==> src/rtl/multicycle_control_fsm_pkg.sv <==
// Shared definitions for the multi-cycle RV32I control FSM: state encodings,
// datapath mux codes, opcodes and the bundled control-output struct.
package multicycle_control_fsm_pkg;

    typedef enum logic [3:0] {
        S_IF       = 4'd0,
        S_ID       = 4'd1,
        S_EX_R     = 4'd2,
        S_EX_I     = 4'd3,
        S_WB_ALU   = 4'd4,
        S_EX_ADDR  = 4'd5,
        S_MEM_LD   = 4'd6,
        S_WB_LD    = 4'd7,
        S_MEM_ST   = 4'd8,
        S_EX_BR    = 4'd9,
        S_BR_TAKEN = 4'd10,
        S_EX_JAL   = 4'd11,
        S_EX_JALR  = 4'd12,
        S_PC_INC   = 4'd13,
        S_HALT     = 4'd14
    } state_t;

    localparam logic [1:0] SRCB_REG  = 2'b00;
    localparam logic [1:0] SRCB_FOUR = 2'b01;
    localparam logic [1:0] SRCB_IMM  = 2'b10;

    localparam logic [1:0] ALUOP_ADD    = 2'b00;
    localparam logic [1:0] ALUOP_BRANCH = 2'b01;
    localparam logic [1:0] ALUOP_FUNCT  = 2'b10;

    localparam logic PCSRC_ALU    = 1'b0;
    localparam logic PCSRC_ALUOUT = 1'b1;

    localparam logic [6:0] OP_ARITH     = 7'b0110011;
    localparam logic [6:0] OP_ARITH_IMM = 7'b0010011;
    localparam logic [6:0] OP_LOAD      = 7'b0000011;
    localparam logic [6:0] OP_STORE     = 7'b0100011;
    localparam logic [6:0] OP_BRANCH    = 7'b1100011;
    localparam logic [6:0] OP_JAL       = 7'b1101111;
    localparam logic [6:0] OP_JALR      = 7'b1100111;
    localparam logic [6:0] OP_SYSTEM    = 7'b1110011;

    typedef struct packed {
        logic       pc_write;
        logic       iord;
        logic       mem_read;
        logic       mem_write;
        logic       ir_write;
        logic       mem_to_reg;
        logic       pc_to_reg;
        logic       reg_write;
        logic       alu_src_a;
        logic [1:0] alu_src_b;
        logic [1:0] alu_op;
        logic       pc_source;
        logic       is_ecall;
        logic       is_halted;
        logic       instr_done;
    } ctrl_t;

endpackage

==> src/rtl/mc_output_decode.sv <==
// Combinational control decode: current state plus the mem_ready/bcond Mealy
// terms produce every datapath mux select and write enable.
module mc_output_decode
    import multicycle_control_fsm_pkg::*;
(
    input  logic       reset,
    input  state_t     st,
    input  logic [6:0] opcode,
    input  logic       mem_ready,
    input  logic       bcond,
    output ctrl_t      ctrl
);

    always_comb begin
        ctrl = '0;
        if (!reset) begin
            case (st)
                S_IF: begin
                    ctrl.mem_read = 1'b1;
                    ctrl.ir_write = mem_ready;
                end
                S_ID: begin
                    // ALUOut <= PC+4 so branches and jumps can reuse it later
                    ctrl.alu_src_b = SRCB_FOUR;
                    ctrl.is_ecall  = (opcode == OP_SYSTEM);
                end
                S_EX_R: begin
                    ctrl.alu_src_a = 1'b1;
                    ctrl.alu_src_b = SRCB_REG;
                    ctrl.alu_op    = ALUOP_FUNCT;
                end
                S_EX_I: begin
                    ctrl.alu_src_a = 1'b1;
                    ctrl.alu_src_b = SRCB_IMM;
                    ctrl.alu_op    = ALUOP_FUNCT;
                end
                S_WB_ALU, S_PC_INC: begin
                    ctrl.reg_write  = (st == S_WB_ALU);
                    ctrl.alu_src_b  = SRCB_FOUR;
                    ctrl.pc_source  = PCSRC_ALU;
                    ctrl.pc_write   = 1'b1;
                    ctrl.instr_done = 1'b1;
                end
                S_EX_ADDR: begin
                    ctrl.alu_src_a = 1'b1;
                    ctrl.alu_src_b = SRCB_IMM;
                    ctrl.alu_op    = ALUOP_ADD;
                end
                S_MEM_LD: begin
                    ctrl.iord     = 1'b1;
                    ctrl.mem_read = 1'b1;
                end
                S_WB_LD: begin
                    ctrl.reg_write  = 1'b1;
                    ctrl.mem_to_reg = 1'b1;
                    ctrl.alu_src_b  = SRCB_FOUR;
                    ctrl.pc_write   = 1'b1;
                    ctrl.instr_done = 1'b1;
                end
                S_MEM_ST: begin
                    ctrl.iord      = 1'b1;
                    ctrl.mem_write = 1'b1;
                    if (mem_ready) begin
                        ctrl.alu_src_b  = SRCB_FOUR;
                        ctrl.pc_write   = 1'b1;
                        ctrl.instr_done = 1'b1;
                    end
                end
                S_EX_BR: begin
                    ctrl.alu_src_a = 1'b1;
                    ctrl.alu_src_b = SRCB_REG;
                    ctrl.alu_op    = ALUOP_BRANCH;
                    // Not taken: ALUOut still holds PC+4 from ID
                    if (!bcond) begin
                        ctrl.pc_source  = PCSRC_ALUOUT;
                        ctrl.pc_write   = 1'b1;
                        ctrl.instr_done = 1'b1;
                    end
                end
                S_BR_TAKEN: begin
                    ctrl.alu_src_b  = SRCB_IMM;
                    ctrl.pc_source  = PCSRC_ALU;
                    ctrl.pc_write   = 1'b1;
                    ctrl.instr_done = 1'b1;
                end
                S_EX_JAL, S_EX_JALR: begin
                    // Link value is ALUOut (PC+4); A was latched in ID so rd==rs1 is safe
                    ctrl.reg_write  = 1'b1;
                    ctrl.pc_to_reg  = 1'b1;
                    ctrl.alu_src_a  = (st == S_EX_JALR);
                    ctrl.alu_src_b  = SRCB_IMM;
                    ctrl.alu_op     = ALUOP_ADD;
                    ctrl.pc_source  = PCSRC_ALU;
                    ctrl.pc_write   = 1'b1;
                    ctrl.instr_done = 1'b1;
                end
                S_HALT: ctrl.is_halted = 1'b1;
                default: ctrl = '0;
            endcase
        end
    end

endmodule

==> src/rtl/multicycle_control_fsm.sv <==
// Multi-cycle RV32I control FSM: state register and next-state logic; the
// control outputs come from mc_output_decode.
module multicycle_control_fsm
    import multicycle_control_fsm_pkg::*;
#(
    parameter logic [31:0] HALT_CODE = 32'd10,
    parameter int          STATE_W   = 4
) (
    input  logic               clk,
    input  logic               reset,
    input  logic [6:0]         opcode,
    input  logic [31:0]        rf17,
    input  logic               bcond,
    input  logic               mem_ready,
    output logic               pc_write,
    output logic               iord,
    output logic               mem_read,
    output logic               mem_write,
    output logic               ir_write,
    output logic               mem_to_reg,
    output logic               pc_to_reg,
    output logic               reg_write,
    output logic               alu_src_a,
    output logic [1:0]         alu_src_b,
    output logic [1:0]         alu_op,
    output logic               pc_source,
    output logic               is_ecall,
    output logic               is_halted,
    output logic               instr_done,
    output logic [STATE_W-1:0] state
);

    state_t state_q;
    state_t state_d;
    ctrl_t  ctrl;

    always_ff @(posedge clk) begin
        if (reset) state_q <= S_IF;
        else       state_q <= state_d;
    end

    always_comb begin
        state_d = state_q;
        case (state_q)
            S_IF:     if (mem_ready) state_d = S_ID;
            S_ID: begin
                case (opcode)
                    OP_ARITH:          state_d = S_EX_R;
                    OP_ARITH_IMM:      state_d = S_EX_I;
                    OP_LOAD, OP_STORE: state_d = S_EX_ADDR;
                    OP_BRANCH:         state_d = S_EX_BR;
                    OP_JAL:            state_d = S_EX_JAL;
                    OP_JALR:           state_d = S_EX_JALR;
                    OP_SYSTEM:         state_d = (rf17 == HALT_CODE) ? S_HALT : S_PC_INC;
                    default:           state_d = S_PC_INC;
                endcase
            end
            S_EX_R, S_EX_I: state_d = S_WB_ALU;
            S_EX_ADDR:      state_d = (opcode == OP_LOAD) ? S_MEM_LD : S_MEM_ST;
            S_MEM_LD:       if (mem_ready) state_d = S_WB_LD;
            S_MEM_ST:       if (mem_ready) state_d = S_IF;
            S_EX_BR:        state_d = bcond ? S_BR_TAKEN : S_IF;
            S_HALT:         state_d = S_HALT;
            S_WB_ALU, S_WB_LD, S_BR_TAKEN,
            S_EX_JAL, S_EX_JALR, S_PC_INC: state_d = S_IF;
            default:        state_d = S_IF;
        endcase
    end

    mc_output_decode u_decode (
        .reset     (reset),
        .st        (state_q),
        .opcode    (opcode),
        .mem_ready (mem_ready),
        .bcond     (bcond),
        .ctrl      (ctrl)
    );

    assign pc_write   = ctrl.pc_write;
    assign iord       = ctrl.iord;
    assign mem_read   = ctrl.mem_read;
    assign mem_write  = ctrl.mem_write;
    assign ir_write   = ctrl.ir_write;
    assign mem_to_reg = ctrl.mem_to_reg;
    assign pc_to_reg  = ctrl.pc_to_reg;
    assign reg_write  = ctrl.reg_write;
    assign alu_src_a  = ctrl.alu_src_a;
    assign alu_src_b  = ctrl.alu_src_b;
    assign alu_op     = ctrl.alu_op;
    assign pc_source  = ctrl.pc_source;
    assign is_ecall   = ctrl.is_ecall;
    assign is_halted  = ctrl.is_halted;
    assign instr_done = ctrl.instr_done;

    // IF encodes as zero, so the forced-zero debug state during reset reads as IF
    assign state = reset ? '0 : STATE_W'(state_q);

endmodule

==> config.mk <==
export PLATFORM = sky130hd
export DESIGN_NAME = multicycle_control_fsm
export DESIGN_NICKNAME = d
export VERILOG_FILES = /design/src/rtl/multicycle_control_fsm_pkg.sv /design/src/rtl/mc_output_decode.sv /design/src/rtl/multicycle_control_fsm.sv
export SDC_FILE = /design/constraint.sdc
export NUM_CORES = 1
export LEC_CHECK = 0
export CAP_MARGIN = 20
export CELL_PAD_IN_SITES_DETAIL_PLACEMENT = 0
export CELL_PAD_IN_SITES_GLOBAL_PLACEMENT = 1
export CORE_MARGIN = 2
export CORE_UTILIZATION = 21
export CTS_BUF_LIST = sky130_fd_sc_hd__clkbuf_8
export CTS_CLUSTER_SIZE = 30
export DETAILED_ROUTE_END_ITERATION = 7
export GPL_TIMING_DRIVEN = 0
export PLACE_DENSITY_LB_ADDON = 0.15
export SLEW_MARGIN = 20
export SYNTH_ARGS = -nofsm -noshare
export SYNTH_HDL_FRONTEND = slang
export SYNTH_HIERARCHICAL = 1
export SYNTH_SLANG_ARGS = --single-unit
==> constraint.sdc <==
create_clock -name clk -period 1.72 [get_ports clk]
set_input_delay 0.516 -clock clk [delete_from_list [all_inputs] [get_ports clk]]
set_output_delay 0.516 -clock clk [all_outputs]
set_load 0.01 [all_outputs]
==> results.yml <==
sta:
  fmax_ghz: 0.4939
  rsz0062_at_grt: "yes"
  relSlewSlack_pct: 76.11
  period_minus_slack_ps: 2025
  skew_ps: 1.594
  setup_viol: 18
  finalHoldViolCount: 0
  worst_slack_ps: -304.7
  fin_tns_setup_ps: -3042
  whs_ps: 651.5
  worst_slew_pin_slew_ps: 353.8
  fin_crit_sh_pct: 117.7
  slew_viol_final: 0
synthesis:
  synth_top_family_by_area: "simple AND/OR/NAND/NOR gates"
  yosysSeqAreaShare_pct: 8.840
  synthMuxAreaShare_pct: 2.210
  synth.distinct_cells: 47
  ys_ff_latch: 4
  synth_compound_area_share_pct: 25.55
  synth-simple-area-share_pct: 54.70
  ys.warnings.count: 6
  synth-xor-area-share_pct: 1.934
  synthAdderAreaFrac_pct: 0
  syn_area_um2: 905.9
  synth_nets: 177
  synth_area_per_cell_um2: 6.760
  syn_inst: 134
detailed_routing:
  num_vias: 1513
  wire_per_inst_um: 14.43
  drtAntennaViolNets: 0
  firstDrtPassIters: 4
  drcViolationCount: 0
  drt_wl_total_um: 4056
  viasPerCell: 5.384
  first_iter_violations: 98
floorplanning:
  dieWidth_um: 69.68
  io_pins: 64
  die_y_um: 69.68
  rows: 23
  coreArea_mm2: 0.004086
  die-area_mm2: 0.004855
  start_util_pct: 22.17
critical_path:
  r2r_cells: 6
  path_buf_inv: 2
  critPathKind: "reg2out"
  path_cells: "buf_6, nand2b_4, nor3_2, or4_4, buf_6"
  crit_cells: 5
  cp-start-kind: "register"
  endpoint_kind: "output pin"
  timing.critical_path.mode_cell: "buf_6"
  worstPathMaxFanout: 6
  critPathTopFamily: "simple AND/OR/NAND/NOR gates"
  critical_path.max_stage_delay_ps: 530
  critical_path.slowest_cell: "or4_4"
  cp_data_arrival_time_ps: 1510
  cp.required_ps: 1200
clocking:
  cts_sinks: 4
  htree_levels: 1
  cts_root_buffer: "clkbuf_8"
  worstSkewPairLatency_ps: 210
  cts_tree: "yes"
  cts_made_buffers: 3
  clk_pin_slew_ps: 30
  cts.path.max_buffers: 2
  holdBufCountCts: 0
layout:
  areaGrowthSynthToFinish_pct: 139.1
  multi_input_area_mm2: 0.001028
  fill_cells: 395
  largest-register: "state_q"
  drive_gt1_share_pct: 57.14
  seq_area_um2: 92.59
  n_antenna_cell: 0
  fin_area_mm2: 0.002166
  fin_nets: 276
  fin_cells: 281
  fin_util_pct: 53.00
  largest_registers: "state_q x4"
  largest_reg_flops: 4
global_route:
  antenna_found_initial: 0
  grt-ovfl-total: 0
  grt_pass1_vias: 1351
  grt_max_degree: 13
  grt_pass1_wl_um: 6285
  grt_use_total_pct: 15.28
min_path:
  hp-class: "in2reg"
  hold_depth: 3
power_and_ir_drop:
  vdd_ir_drop_max_v: 0.0003363
  cellPowerDensity_mw_per_mm2: 565.1
  p_leak_nw: 0.9143
  total_power_mw: 1.224
flow_run:
  maxCapViolations: 0
placed_design:
  placed_cell_area_mm2: 0.001649
  place_congestion: 0.8265
  place_hpwl_um: 2735
  port_buffers: 63
  pre_cts_slack_ps: -1374
  placed_cells: 247
run_status:
  outcome: "finished with violations"
  failed_checks: "setup timing"
[power breakdown]
| part | internal [mW] | switching [mW] | total [mW] | leakage, nW |
|---|---|---|---|---|
| combinational | 0.498 | 0.388 | 0.886 | 0.857 |
| sequential | 0.111 | 0.0312 | 0.142 | 0.0353 |
| clock | 0.149 | 0.0465 | 0.196 | 0.0216 |
| total | 0.758 | 0.466 | 1.22 | 0.914 |
[worst register-to-register path, cell delays in order, from the launching register on]
cell and delay (ps):
dfxtp_4 380, buf_6 130, buf_6 110, nor4b_4 240
nand3_1 120, or4_4 500, a41oi_2 170
[layout by cell type (no fill, tap or decap), drive strengths merged, types with 4 or more instances in the layout]
cell type,n
dlygate4sd2,20
dfxtp,4
clkbuf,14
nor3b,7
nand2,9
nor3,7
nor4b,4
a31oi,4
buf,60
nand4,5
a21oi,8
nor2b,8
nor4,10
clkdlybuf4s15,14
nor2,10
a21o,4
[metal layers]
layer,track usage [%],share of wire (%),up-vias
met1,19.90,42,712
met3,3.924,8.0,2
li1,-,-,726
met2,26.28,49,73
met5,0,0,-
met4,1.496,0.64,0
[final timing paths]
| path | startpoint | end | slack, ps |
|---|---|---|---|
| hold / removal | opcode[6] | state_q[0]$_SDFFE_PP0P_ | 650 |
| setup / recovery | state_q[3]$_SDFFE_PP0P_ | alu_src_b[0] | -300 |
| setup reg to reg | state_q[2]$_SDFFE_PP0P_ | state_q[1]$_SDFFE_PP0P_ | 0 |
| hold reg to reg | state_q[3]$_SDFFE_PP0P_ | state_q[1]$_SDFFE_PP0P_ | 760 |
[logic make-up (layout without fill, tap and decap cells)]
kind of cell | after synthesis | in the layout
simple gates | 81 | 81
mux | 2 | 2
xor+xnor | 2 | 2
compound gates | 32 | 32
flops | 4 | 4
buf+inv | 13 | 110
[what timing repair did]
action | CTS | global route
buffers inserted | 17 | 13
resized for setup | 234 | 37
pin swaps | 19 | 15
gates cloned | 0 | 1
endpoints found under the setup margin | 24 | 23
[cells in the mapped netlist, drive strengths merged]
cell / n / area share [%]
a311o: 1 / 1.1
nor3: 7 / 3.9
mux2i: 2 / 2.2
a22oi: 1 / 0.83
clkbuf: 5 / 2.1
o22ai: 1 / 0.69
o211ai: 1 / 0.83
nand3: 3 / 1.7
or2: 1 / 0.69
a211oi: 1 / 0.83
and4b: 1 / 1.1
or3b: 2 / 1.9
o221a: 1 / 1.2
and3b: 1 / 0.97
o21ai: 2 / 1.1
xor2: 2 / 1.9
o31ai: 1 / 0.83
nor4: 10 / 6.9
nor4bb: 1 / 1.1
a2111oi: 1 / 0.97
o311ai: 1 / 0.97
a32o: 1 / 1.1
nor2b: 8 / 5.5
and2: 1 / 0.69
a31o: 1 / 0.97
inv: 2 / 0.83
and3: 1 / 0.69
a41oi: 1 / 1.8
nand3b: 2 / 1.7
nor2: 10 / 4.1
dfxtp: 4 / 8.8
and4bb: 1 / 1.4
nor4b: 4 / 3.9
nor3b: 7 / 5.8
a31oi: 4 / 2.8
a32oi: 1 / 0.97
buf: 6 / 3.9
a21o: 4 / 3.3
nand2b: 3 / 2.1
nand4: 5 / 3.5
or4: 3 / 2.5
nand2: 9 / 4.0
or3: 1 / 0.69
o21bai: 1 / 0.83
a21oi: 8 / 4.4
[final cells by class]
cell class | instances | share of cell area, %
multi-input cells | 117 | 47.49
repair buffers | 94 | 37.03
plain buffers | 11 | 6.066
flip-flops and latches | 4 | 4.275
well taps | 50 | 2.889
clock buffers | 3 | 1.906
inverters | 2 | 0.3466
(Power assumes the default switching activity.)
